**src/rtl/mips_pkg.sv**
```systemverilog
// Shared register-file types and constants for the writeback queue.
package mips_pkg;

    localparam int REG_IDX_W = 5;
    localparam int DATA_W    = 32;
    localparam logic [REG_IDX_W-1:0] REG_ZERO = 5'd0;

    typedef struct packed {
        logic                 valid;
        logic [REG_IDX_W-1:0] reg_idx;
        logic [DATA_W-1:0]    data;
    } wb_entry_t;

endpackage

```
**src/rtl/wb_fwd_match.sv**
```systemverilog
// Youngest-match search of the queued writes for one forwarding lookup port.
module wb_fwd_match
    import mips_pkg::*;
#(
    parameter int DEPTH = 4,
    parameter int AW    = 2
) (
    input  wb_entry_t [DEPTH-1:0] entries_i,
    input  logic [AW-1:0]         wr_ptr_i,
    input  logic [REG_IDX_W-1:0]  lk_reg_i,
    output logic                  hit_o,
    output logic [DATA_W-1:0]     data_o
);

    logic [AW-1:0] idx_s;

    // Walk oldest to youngest so a later (younger) match overrides an older one.
    always_comb begin
        hit_o  = 1'b0;
        data_o = {DATA_W{1'b0}};
        idx_s  = {AW{1'b0}};
        for (int i = DEPTH; i >= 1; i--) begin
            idx_s = wr_ptr_i - AW'(i);
            if (entries_i[idx_s].valid && (entries_i[idx_s].reg_idx == lk_reg_i) &&
                (lk_reg_i != REG_ZERO)) begin
                hit_o  = 1'b1;
                data_o = entries_i[idx_s].data;
            end else begin
                hit_o  = hit_o;
                data_o = data_o;
            end
        end
    end

endmodule

```
**src/rtl/regfile_wb_queue.sv**
```systemverilog
// In-order writeback queue that drains onto the register file write port
// and forwards still-queued results to two decode lookup ports.
module regfile_wb_queue
    import mips_pkg::*;
#(
    parameter int DEPTH = 4,
    parameter int AW    = 2
) (
    input  logic                 clk,
    input  logic                 rst,
    input  logic                 in_valid,
    output logic                 in_ready,
    input  logic [REG_IDX_W-1:0] in_reg,
    input  logic [DATA_W-1:0]    in_data,
    input  logic                 wb_hold,
    output logic                 RegWriteSig,
    output logic [REG_IDX_W-1:0] writeReg,
    output logic [DATA_W-1:0]    writeData,
    input  logic [REG_IDX_W-1:0] lk_reg1,
    input  logic [REG_IDX_W-1:0] lk_reg2,
    output logic                 lk_hit1,
    output logic                 lk_hit2,
    output logic [DATA_W-1:0]    lk_data1,
    output logic [DATA_W-1:0]    lk_data2,
    output logic [AW:0]          count
);

    localparam logic [AW-1:0] PTR_ONE  = AW'(1);
    localparam logic [AW:0]   CNT_ONE  = (AW+1)'(1);
    localparam logic [AW:0]   CNT_FULL = (AW+1)'(DEPTH);

    wb_entry_t [DEPTH-1:0] entries_q, entries_d;
    logic [AW-1:0]         wr_ptr_q, wr_ptr_d, rd_ptr_q, rd_ptr_d;
    logic [AW:0]           count_q, count_d;
    logic                  empty_s, store_s, pop_s;

    assign empty_s     = (count_q == {(AW+1){1'b0}});
    assign in_ready    = (count_q != CNT_FULL);
    // r0 pushes complete the handshake but never occupy an entry.
    assign store_s     = in_valid && in_ready && (in_reg != REG_ZERO);
    assign pop_s       = !empty_s && !wb_hold;
    assign RegWriteSig = pop_s;
    assign writeReg    = empty_s ? REG_ZERO : entries_q[rd_ptr_q].reg_idx;
    assign writeData   = empty_s ? {DATA_W{1'b0}} : entries_q[rd_ptr_q].data;
    assign count       = count_q;

    // Next-state for entry array, pointers and occupancy.
    always_comb begin
        entries_d = entries_q;
        wr_ptr_d  = wr_ptr_q;
        rd_ptr_d  = rd_ptr_q;
        count_d   = count_q;
        if (pop_s) begin
            entries_d[rd_ptr_q].valid = 1'b0;
            rd_ptr_d = rd_ptr_q + PTR_ONE;
        end else begin
            rd_ptr_d = rd_ptr_q;
        end
        if (store_s) begin
            entries_d[wr_ptr_q] = {1'b1, in_reg, in_data};
            wr_ptr_d = wr_ptr_q + PTR_ONE;
        end else begin
            wr_ptr_d = wr_ptr_q;
        end
        if (store_s && !pop_s) begin
            count_d = count_q + CNT_ONE;
        end else if (!store_s && pop_s) begin
            count_d = count_q - CNT_ONE;
        end else begin
            count_d = count_q;
        end
    end

    // State registers with asynchronous discard of all queued writes.
    always_ff @(posedge clk or posedge rst) begin
        if (rst) begin
            entries_q <= '0;
            wr_ptr_q  <= {AW{1'b0}};
            rd_ptr_q  <= {AW{1'b0}};
            count_q   <= {(AW+1){1'b0}};
        end else begin
            entries_q <= entries_d;
            wr_ptr_q  <= wr_ptr_d;
            rd_ptr_q  <= rd_ptr_d;
            count_q   <= count_d;
        end
    end

    wb_fwd_match #(.DEPTH(DEPTH), .AW(AW)) u_fwd1 (
        .entries_i (entries_q),
        .wr_ptr_i  (wr_ptr_q),
        .lk_reg_i  (lk_reg1),
        .hit_o     (lk_hit1),
        .data_o    (lk_data1)
    );

    wb_fwd_match #(.DEPTH(DEPTH), .AW(AW)) u_fwd2 (
        .entries_i (entries_q),
        .wr_ptr_i  (wr_ptr_q),
        .lk_reg_i  (lk_reg2),
        .hit_o     (lk_hit2),
        .data_o    (lk_data2)
    );

endmodule
```
**config.mk**
```make
export PLATFORM = sky130hd
export DESIGN_NAME = regfile_wb_queue
export DESIGN_NICKNAME = d
export VERILOG_FILES = /design/src/rtl/mips_pkg.sv /design/src/rtl/wb_fwd_match.sv /design/src/rtl/regfile_wb_queue.sv
export SDC_FILE = /design/constraint.sdc
export NUM_CORES = 1
export LEC_CHECK = 0
export CAP_MARGIN = 20
export CORE_UTILIZATION = 40
export DETAILED_ROUTE_END_ITERATION = 10
export GPL_TIMING_DRIVEN = 0
export PLACE_DENSITY = 0.58
export SLEW_MARGIN = 20
export SYNTH_ARGS = -nofsm -noshare
export SYNTH_HDL_FRONTEND = slang
export SYNTH_SLANG_ARGS = --single-unit
```
**constraint.sdc**
```tcl
create_clock -name clk -period 9.5 [get_ports clk]
set_input_delay 2.375 -clock clk [delete_from_list [all_inputs] [get_ports clk]]
set_output_delay 2.375 -clock clk [all_outputs]
set_load 0.02 [all_outputs]
```
==> results.sh, run 1 <==
export IMPL_crit_start="wr_ptr_q[0]"
export IMPL_drc=0
export IMPL_status="finished clean"
export IMPL_worst_pin_slew_ns=1.01
export IMPL_clock_path_buffers=2
export IMPL_numCtsBuffers=17
export IMPL_area_growth_syn_to_layout_pct=19.3
export IMPL_synth_top_area_share_pct=28.6
export IMPL_synth_nets=1203
export IMPL_die_area_mm2=0.0355
export IMPL_fmax_mhz=110
export IMPL_die_h_um=189
export IMPL_synth_seq_area_share_pct=28.6
export IMPL_slowest_delay_ns=0.72
export IMPL_synth_enable_flop_cells=0
export IMPL_ctsHtreeMaxLevel=4
export IMPL_cpMostUsedCell="buf_4"
export IMPL_totalNegativeSetupSlack_ns=0
export IMPL_finalSetupViolCount=0
export IMPL_layout_nets=1368
export IMPL_ctsHoldBuffers=0
export IMPL_die_w_um=189
export IMPL_syn_area_mm2=0.0139
export IMPL_critPathKind="reg2out"
export IMPL_ios=159
export IMPL_grt_util_all_layers_pct=28.5
export IMPL_async_flop_share_pct=100
export IMPL_period_needed_ns=9.05
export IMPL_cap_violations=0
export IMPL_relSlewSlack_pct=32.4
export IMPL_grt_pass1_wl_mm=74.7
export IMPL_skew_ns=0.0150
export IMPL_hold_class="reg2reg"
export IMPL_cts_root_buf="clkbuf_16"
export IMPL_multiInputGateArea_mm2=0.00925
export IMPL_crit_family="buffers and inverters"
export IMPL_preCtsSetupSlack_ns=0.342
export IMPL_portBuffers=148
export IMPL_drive_above_1_share_pct=32.3
export IMPL_critical_path_buf_inv_count=11
export IMPL_rsz0062_at_grt="false"
export IMPL_ys_warn_count=0
export IMPL_drv_slew=0
export IMPL_syn_avg_cell_area_um2=12.2
export IMPL_start_util_pct=41.1
export IMPL_nFillCells=3084
export IMPL_cp_end_kind="primary output"
export IMPL_ys_types=48
export IMPL_final_cell_area_mm2=0.0166
export IMPL_antenna_cells=0
export IMPL_wl_mm=49.9
export IMPL_slowest_stage="clkdlybuf4s50_1"
export IMPL_clock_latency_ns=0.45
export IMPL_cp_arrival_ns=6.68
export IMPL_ys_ff_latch=159
export IMPL_hold_start="count[2]"
export IMPL_via_per_inst=6.60
export IMPL_final_antenna_net_count=0
export IMPL_routabilityCongestion=0.943
export IMPL_cp_max_fo=19
export IMPL_cts_tree="yes"
export IMPL_hold_viol_final=0
export IMPL_clkTransAtPathRegs_ns=0.08
export IMPL_ff_latch_area_mm2=0.00398
export IMPL_routedWlPerCell_um=28.2
export IMPL_finalCritPeriodShare_pct=95.3
export IMPL_fin_util_pct=49.0
export IMPL_critPathLaunchType="register"
export IMPL_required_ns=7.13
export IMPL_synth_top_cells_by_count="dfrtp_1, mux4_2, nand2_1"
export IMPL_vias=11700
export IMPL_yosysMostFrequentCell="dfrtp_1"
export IMPL_yosys_top_cells_area="dfrtp_1, mux4_2, mux2_2"
export IMPL_core_mm2=0.0339
export IMPL_place_hpwl_mm=34.8
export IMPL_dpl_cell_area_mm2=0.0160
export IMPL_syn_inst=1142
export IMPL_synth_top_area_cell="dfrtp_1"
export IMPL_grt_max_degree=91
export IMPL_dr_pass1_iters=8
export IMPL_ys_flop_type="dfrtp_1"
export IMPL_r2r_start="wr_ptr_q[0]"
export IMPL_crit_path_cell_trace="buf_6 > buf_12 > buf_6 > buf_4 > buf_4 > buf_4 > inv_1 > ha_1 > buf_2 > buf_2 > mux4_1 > xor2_1 > nor4_2 > clkbuf_1 > nand3_1 > o311a_1 > o31ai_1 > clkdlybuf4s50_1"
export IMPL_antenna_found_initial=0
export IMPL_overflow=0
export IMPL_fin_ws_ns=0.447
export IMPL_grt_pass1_vias=11600
export IMPL_num_rows=67
export IMPL_drt_iter0_markers=1488
export IMPL_cts_sinks=159
-- cell usage in the layout (no fill, tap or decap), types with 32 or more instances in the layout --
cell             count
nor2_1              40
nor3_1              39
xnor2_1             33
nor2b_1             37
dfrtp_1            159
mux2i_1             32
mux4_2             155
nand2_1            152
clkdlybuf4s50_1    148
clkbuf_1            60
mux2_2             149
-- logic make-up (layout without fill, tap and decap cells) --
| family | count (synthesis) | in the layout | share of synthesized area [%] |
|---|---|---|---|
| muxes | 370 | 370 | 45.6 |
| and+or+nand+nor | 304 | 304 | 9.77 |
| DFF | 159 | 159 | 28.6 |
| buffers and inverters | 137 | 315 | 4.93 |
| AOI/OAI and AO/OA | 119 | 119 | 7.37 |
| xor gates and xnor gates | 43 | 43 | 2.76 |
| adders and majority gates | 10 | 10 | 0.953 |
-- flip-flops by register name, indices dropped and copies added, names as in the netlist --
signal	count
count	3
entries_q	152
rd_ptr_q	2
wr_ptr_q	2
-- stage by stage --
stage	std cells	hold slack, ns
global route	1768	0.544
global placement	1738	0.510
floorplan	1142	0.485
finish	1768	0.529
CTS	1769	0.531
detailed placement	1739	0.518
-- final timing paths --
kind,endpoint,slack (ns),cells after the start
setup / recovery,lk_data2[31],0.45,18
hold / removal,count[2],0.53,1
setup reg to reg,wr_ptr_q[1],5.02,14
hold reg to reg,count[2],0.53,1
max in group asynchronous,entries_q[123],6.26,3
min in group asynchronous,entries_q[67],2.37,2
-- layout make-up --
class / instances / share of cell area [%]
Tap cell: 448 / 3.38
Inverter: 9 / 0.249
Buffer: 125 / 3.89
Clock buffer: 17 / 2.56
Multi-Input combinational cell: 846 / 55.7
Timing Repair Buffer: 149 / 9.09
Sequential cell: 159 / 24.0
Clock inverter: 15 / 1.14
-- timing repair --
item                       CTS  global route
resized for setup            1             0
buffers inserted             0             0
setup endpoints to repair   60             5
hold endpoints to repair     0             0
-- per-layer routing --
metal	track usage [%]	vias up	share of wire [%]
li1	-	4823	-
met1	39.3	5974	40
met2	44.2	760	46
met3	6.93	104	11
met4	9.21	0	3.0
met5	0	-	0
Power of run 1 is not shown: default switching activity piles up to over one toggle a cycle in this logic, so the estimate is an artifact.
==> run 2, diff against run 1 <==
Settings changed: SLEW_MARGIN 20 to 15.
==> run 2 against run 1 <==
Against the previous run: clock skew hardly changed; wire length hardly changed; core utilization is 0.059 points higher.
==> results.sh, run 2 (synthesized netlist as in run 1, its figures left out) <==
export IMPL_final_cell_mix="dfrtp_1, mux4_2, nand2_1, mux2_2, clkdlybuf4s50_1"
export IMPL_place_hpwl_mm=34.8
export IMPL_cts_root_buf="clkbuf_16"
export IMPL_cp_end_kind="primary output"
export IMPL_clock_path_buffers=2
export IMPL_worst_pin_slew_ns=1.02
export IMPL_skew_ns=0.0149
export IMPL_grt_util_all_layers_pct=28.5
export IMPL_routabilityCongestion=0.943
export IMPL_regMostFlops="entries_q"
export IMPL_drt_iter0_markers=1562
export IMPL_antenna_cells=0
export IMPL_hold_viol_final=0
export IMPL_final_antenna_net_count=0
export IMPL_multiInputGateArea_mm2=0.00925
export IMPL_cts_tree="yes"
export IMPL_wl_mm=49.9
export IMPL_grt_pass1_wl_mm=74.7
export IMPL_vias=11700
export IMPL_final_common_cell="dfrtp_1"
export IMPL_area_growth_syn_to_layout_pct=19.4
export IMPL_topRoutingLayerUsed="met4"
export IMPL_r2r_setup_slack_ns=5.01
export IMPL_hold_start="count[2]"
export IMPL_postCtsSetupBuffers=0
export IMPL_status="finished clean"
export IMPL_r2r_start="wr_ptr_q[0]"
export IMPL_routed_wl_met2_mm=23.3
export IMPL_cp_arrival_ns=6.66
export IMPL_dr_pass1_iters=7
export IMPL_rsz0062_at_grt="false"
export IMPL_ff_latch_area_mm2=0.00398
export IMPL_relSlewSlack_pct=32.2
export IMPL_via_per_inst=6.62
export IMPL_cts_sinks=159
export IMPL_largest_register_ffs=152
export IMPL_period_needed_ns=9.03
export IMPL_cap_violations=0
export IMPL_drive_above_1_share_pct=32.2
export IMPL_critPathLaunchType="register"
export IMPL_ios=159
export IMPL_worst_r2r_endpoint="wr_ptr_q[1]"
export IMPL_clkTransAtPathRegs_ns=0.08
export IMPL_nFillCells=3081
export IMPL_finalCritPeriodShare_pct=95.1
export IMPL_totalNegativeSetupSlack_ns=0
export IMPL_grt_pass1_vias=11600
export IMPL_antenna_found_initial=0
export IMPL_crit_start="wr_ptr_q[0]"
export IMPL_die_w_um=189
export IMPL_overflow=0
export IMPL_clock_latency_ns=0.45
export IMPL_drc=0
export IMPL_drv_slew=0
export IMPL_critPathCapture="lk_data2[31]"
export IMPL_num_rows=67
export IMPL_hold_class="reg2reg"
export IMPL_die_h_um=189
export IMPL_finalNonFillerCells=1770
export IMPL_routedWlPerCell_um=28.2
export IMPL_cp_max_fo=19
export IMPL_start_util_pct=41.1
export IMPL_dp_cells=1739
export IMPL_die_area_mm2=0.0355
export IMPL_portBuffers=148
export IMPL_ctsHtreeMaxLevel=4
export IMPL_grt_max_degree=91
export IMPL_finalSetupViolCount=0
export IMPL_core_mm2=0.0339
export IMPL_fmax_mhz=111
export IMPL_worstRegToRegCells=14
export IMPL_layout_nets=1370
export IMPL_required_ns=7.13
export IMPL_numCtsBuffers=17
export IMPL_dr_wl_met3_mm=5.44
export IMPL_wl_met1_mm=19.7
export IMPL_critPathKind="reg2out"
## run 2: area by class of cell
cell class,count,share of cell area (%)
clock inverters,15,1.14
plain buffers,125,3.87
repair buffers,151,9.21
clock buffers,17,2.56
multi-input cells,846,55.7
inverters,9,0.248
well taps,448,3.37
flip-flops and latches,159,23.9
## run 2: what timing repair did
action / CTS / global route
hold buffers: 0 / 0
endpoints found under the setup margin: 60 / 5
gates resized for setup: 1 / 0
## run 2: worst min-delay path by stage
stage,to,slack (ns),cells past startpoint
6_report,count[2],0.53,1
5_1_grt,count[2],0.54,1
4_1_cts,count[2],0.53,1
3_5_place_dp,count[2],0.52,1
3_3_place_gp,count[2],0.51,1
2_1_floorplan,entries_q[37],0.48,2
## run 2: stage by stage
stage	area, um2	setup slack (ns)	hold WS, ns	util (%)
floorplan	13900	2.52	0.485	-
global placement	16000	0.354	0.510	47.1
detailed placement	16000	0.342	0.518	47.2
CTS	16600	0.223	0.531	49.0
global route	16600	0.223	0.544	49.1
finish	16600	0.468	0.528	49.1
## run 2: layer usage
layer	vias to the layer above	global-route usage (%)
li1	4823	-
met4	0	9.21
met1	6014	39.3
met5	-	0
met2	789	44.2
met3	99	6.93
## run 2: critical path, cell delays in order (launching register included)
cell	delay, ns
dfrtp_1	0.40
buf_6	0.19
buf_12	0.16
buf_6	0.17
buf_4	0.30
buf_4	0.26
buf_4	0.40
inv_1	0.17
ha_1	0.30
buf_2	0.22
buf_2	0.31
mux4_1	0.39
xor2_1	0.18
nor4_2	0.61
clkbuf_1	0.58
nand3_1	0.14
o311a_1	0.16
o31ai_1	0.53
clkdlybuf4s50_1	0.72
Power of run 2 is left out for the same reason.
==> run 3, diff against run 2 <==
Settings changed: CAP_MARGIN 20 to 0.
==> run 3 against run 2 <==
Against the previous run: final cell count shrank 0.11%; first-iteration DRC count shrank 4.6%; design area shrank 0.14%; sequential share of layout area is essentially flat; via count shrank 0.61%; count of clock-buffer cells in the layout is the same; register-to-register slack is essentially flat; core utilization shrank 0.066 points; critical path depth is the same; global-route usage is the same; hold slack gained 0.00074 ns; critical path type unchanged; critical endpoint unchanged.
==> results.sh, run 3 (synthesized netlist as in run 1, its figures left out) <==
export IMPL_status="finished clean"
export IMPL_required_ns=7.13
export IMPL_hold_viol_final=0
export IMPL_portBuffers=148
export IMPL_dp_cells=1739
export IMPL_cp_max_fo=19
export IMPL_num_rows=67
export IMPL_relSlewSlack_pct=23.1
export IMPL_layout_nets=1368
export IMPL_clock_latency_ns=0.45
export IMPL_antenna_cells=0
export IMPL_met3_usage_pct=6.93
export IMPL_area_growth_syn_to_layout_pct=19.3
export IMPL_vias=11700
export IMPL_grt_util_all_layers_pct=28.5
export IMPL_cp_end_kind="primary output"
export IMPL_clock_path_buffers=2
export IMPL_cap_violations=0
export IMPL_clkTransAtPathRegs_ns=0.08
export IMPL_overflow=0
export IMPL_drv_slew=0
export IMPL_die_h_um=189
export IMPL_r2r_setup_slack_ns=5.02
export IMPL_cpMostUsedCell="buf_4"
export IMPL_slowest_delay_ns=0.72
export IMPL_ios=159
export IMPL_worst_r2r_endpoint="wr_ptr_q[1]"
export IMPL_worstRegToRegCells=14
export IMPL_numCtsBuffers=17
export IMPL_fmax_mhz=111
export IMPL_rsz0062_at_grt="false"
export IMPL_period_needed_ns=9.04
export IMPL_ctsHtreeMaxLevel=4
export IMPL_drc=0
export IMPL_routedWlPerCell_um=28.2
export IMPL_place_hpwl_mm=34.8
export IMPL_start_util_pct=41.1
export IMPL_die_area_mm2=0.0355
export IMPL_largest_register_ffs=152
export IMPL_final_antenna_net_count=0
export IMPL_die_w_um=189
export IMPL_finalCritPeriodShare_pct=95.2
export IMPL_core_mm2=0.0339
export IMPL_grt_max_degree=91
export IMPL_critPathLaunchType="register"
export IMPL_drt_iter0_markers=1490
export IMPL_wl_mm=49.9
export IMPL_skew_ns=0.0139
export IMPL_worstSetupPathDepth=18
export IMPL_final_common_cell="dfrtp_1"
export IMPL_critPathCapture="lk_data2[31]"
export IMPL_grt_pass1_vias=11600
export IMPL_cts_sinks=159
export IMPL_dr_pass1_iters=5
export IMPL_cts_tree="yes"
export IMPL_routabilityCongestion=0.943
export IMPL_critPathKind="reg2out"
export IMPL_critical_path_buf_inv_count=11
export IMPL_finalNonFillerCells=1768
export IMPL_crit_path_cell_trace="buf_6 > buf_12 > buf_6 > buf_4 > buf_4 > buf_4 > inv_1 > ha_1 > buf_2 > buf_2 > mux4_1 > xor2_1 > nor4_2 > clkbuf_1 > nand3_1 > o311a_1 > o31ai_1 > clkdlybuf4s50_1"
export IMPL_drive_above_1_share_pct=32.1
export IMPL_cp_arrival_ns=6.67
export IMPL_met1_usage_pct=39.3
export IMPL_regMostFlops="entries_q"
export IMPL_ctsHoldBuffers=0
export IMPL_cts_root_buf="clkbuf_16"
export IMPL_postCtsSetupBuffers=0
export IMPL_r2r_start="wr_ptr_q[0]"
export IMPL_antenna_found_initial=0
export IMPL_slowest_stage="clkdlybuf4s50_1"
export IMPL_worst_pin_slew_ns=1.15
export IMPL_finalSetupViolCount=0
export IMPL_use_met2_pct=44.2
export IMPL_fin_util_pct=49.0
export IMPL_nFillCells=3085
export IMPL_crit_family="buffers and inverters"
export IMPL_grt_busiest_layer="met2"
export IMPL_totalNegativeSetupSlack_ns=0
export IMPL_crit_start="wr_ptr_q[0]"
export IMPL_final_cell_mix="dfrtp_1, mux4_2, nand2_1, mux2_2, clkdlybuf4s50_1"
export IMPL_via_per_inst=6.59
export IMPL_grt_pass1_wl_mm=74.7
export IMPL_hold_class="reg2reg"
==> run 3: changes by cell type in the layout (fill, tap and decap cells not counted), sizes merged <==
cell and delta:
buf -2
==> run 3: per-layer routing <==
layer | up-vias | share of wire, %
met5 | - | 0
met4 | 0 | 3.0
met3 | 101 | 10
met2 | 754 | 47
met1 | 5976 | 40
li1 | 4822 | -
==> run 3: cell type report <==
type / instances / area [um2] / share of cell area [%]
clock buffers: 17 / 425 / 2.56
plain buffers: 125 / 643 / 3.87
inverters: 9 / 41.3 / 0.249
repair buffers: 149 / 1510 / 9.09
multi-input cells: 846 / 9250 / 55.7
well taps: 448 / 561 / 3.38
clock inverters: 15 / 189 / 1.14
flip-flops and latches: 159 / 3980 / 24.0
==> run 3: through the flow <==
step	setup slack [ns]	instance area, um2	hold slack [ns]
after global placement	0.354	16000	0.510
after global routing	0.223	16600	0.544
after floorplan	2.52	13900	0.485
final	0.456	16600	0.529
after CTS	0.223	16600	0.531
after detailed placement	0.342	16000	0.518
==> run 3: how the worst min path moves through the flow <==
stage | startpoint | endpoint | slack (ns) | depth (start not counted)
6_report | count[2] | count[2] | 0.53 | 1
5_1_grt | count[2] | count[2] | 0.54 | 1
4_1_cts | count[2] | count[2] | 0.53 | 1
3_5_place_dp | count[2] | count[2] | 0.52 | 1
3_3_place_gp | count[2] | count[2] | 0.51 | 1
2_1_floorplan | entries_q[37] | entries_q[37] | 0.48 | 2
==> run 3: repair_timing <==
| item | CTS | global route |
|---|---|---|
| cloned | 0 | 0 |
| resized for setup | 1 | 0 |
| endpoints found under the setup margin | 60 | 5 |
Power of run 3 is left out for the same reason.
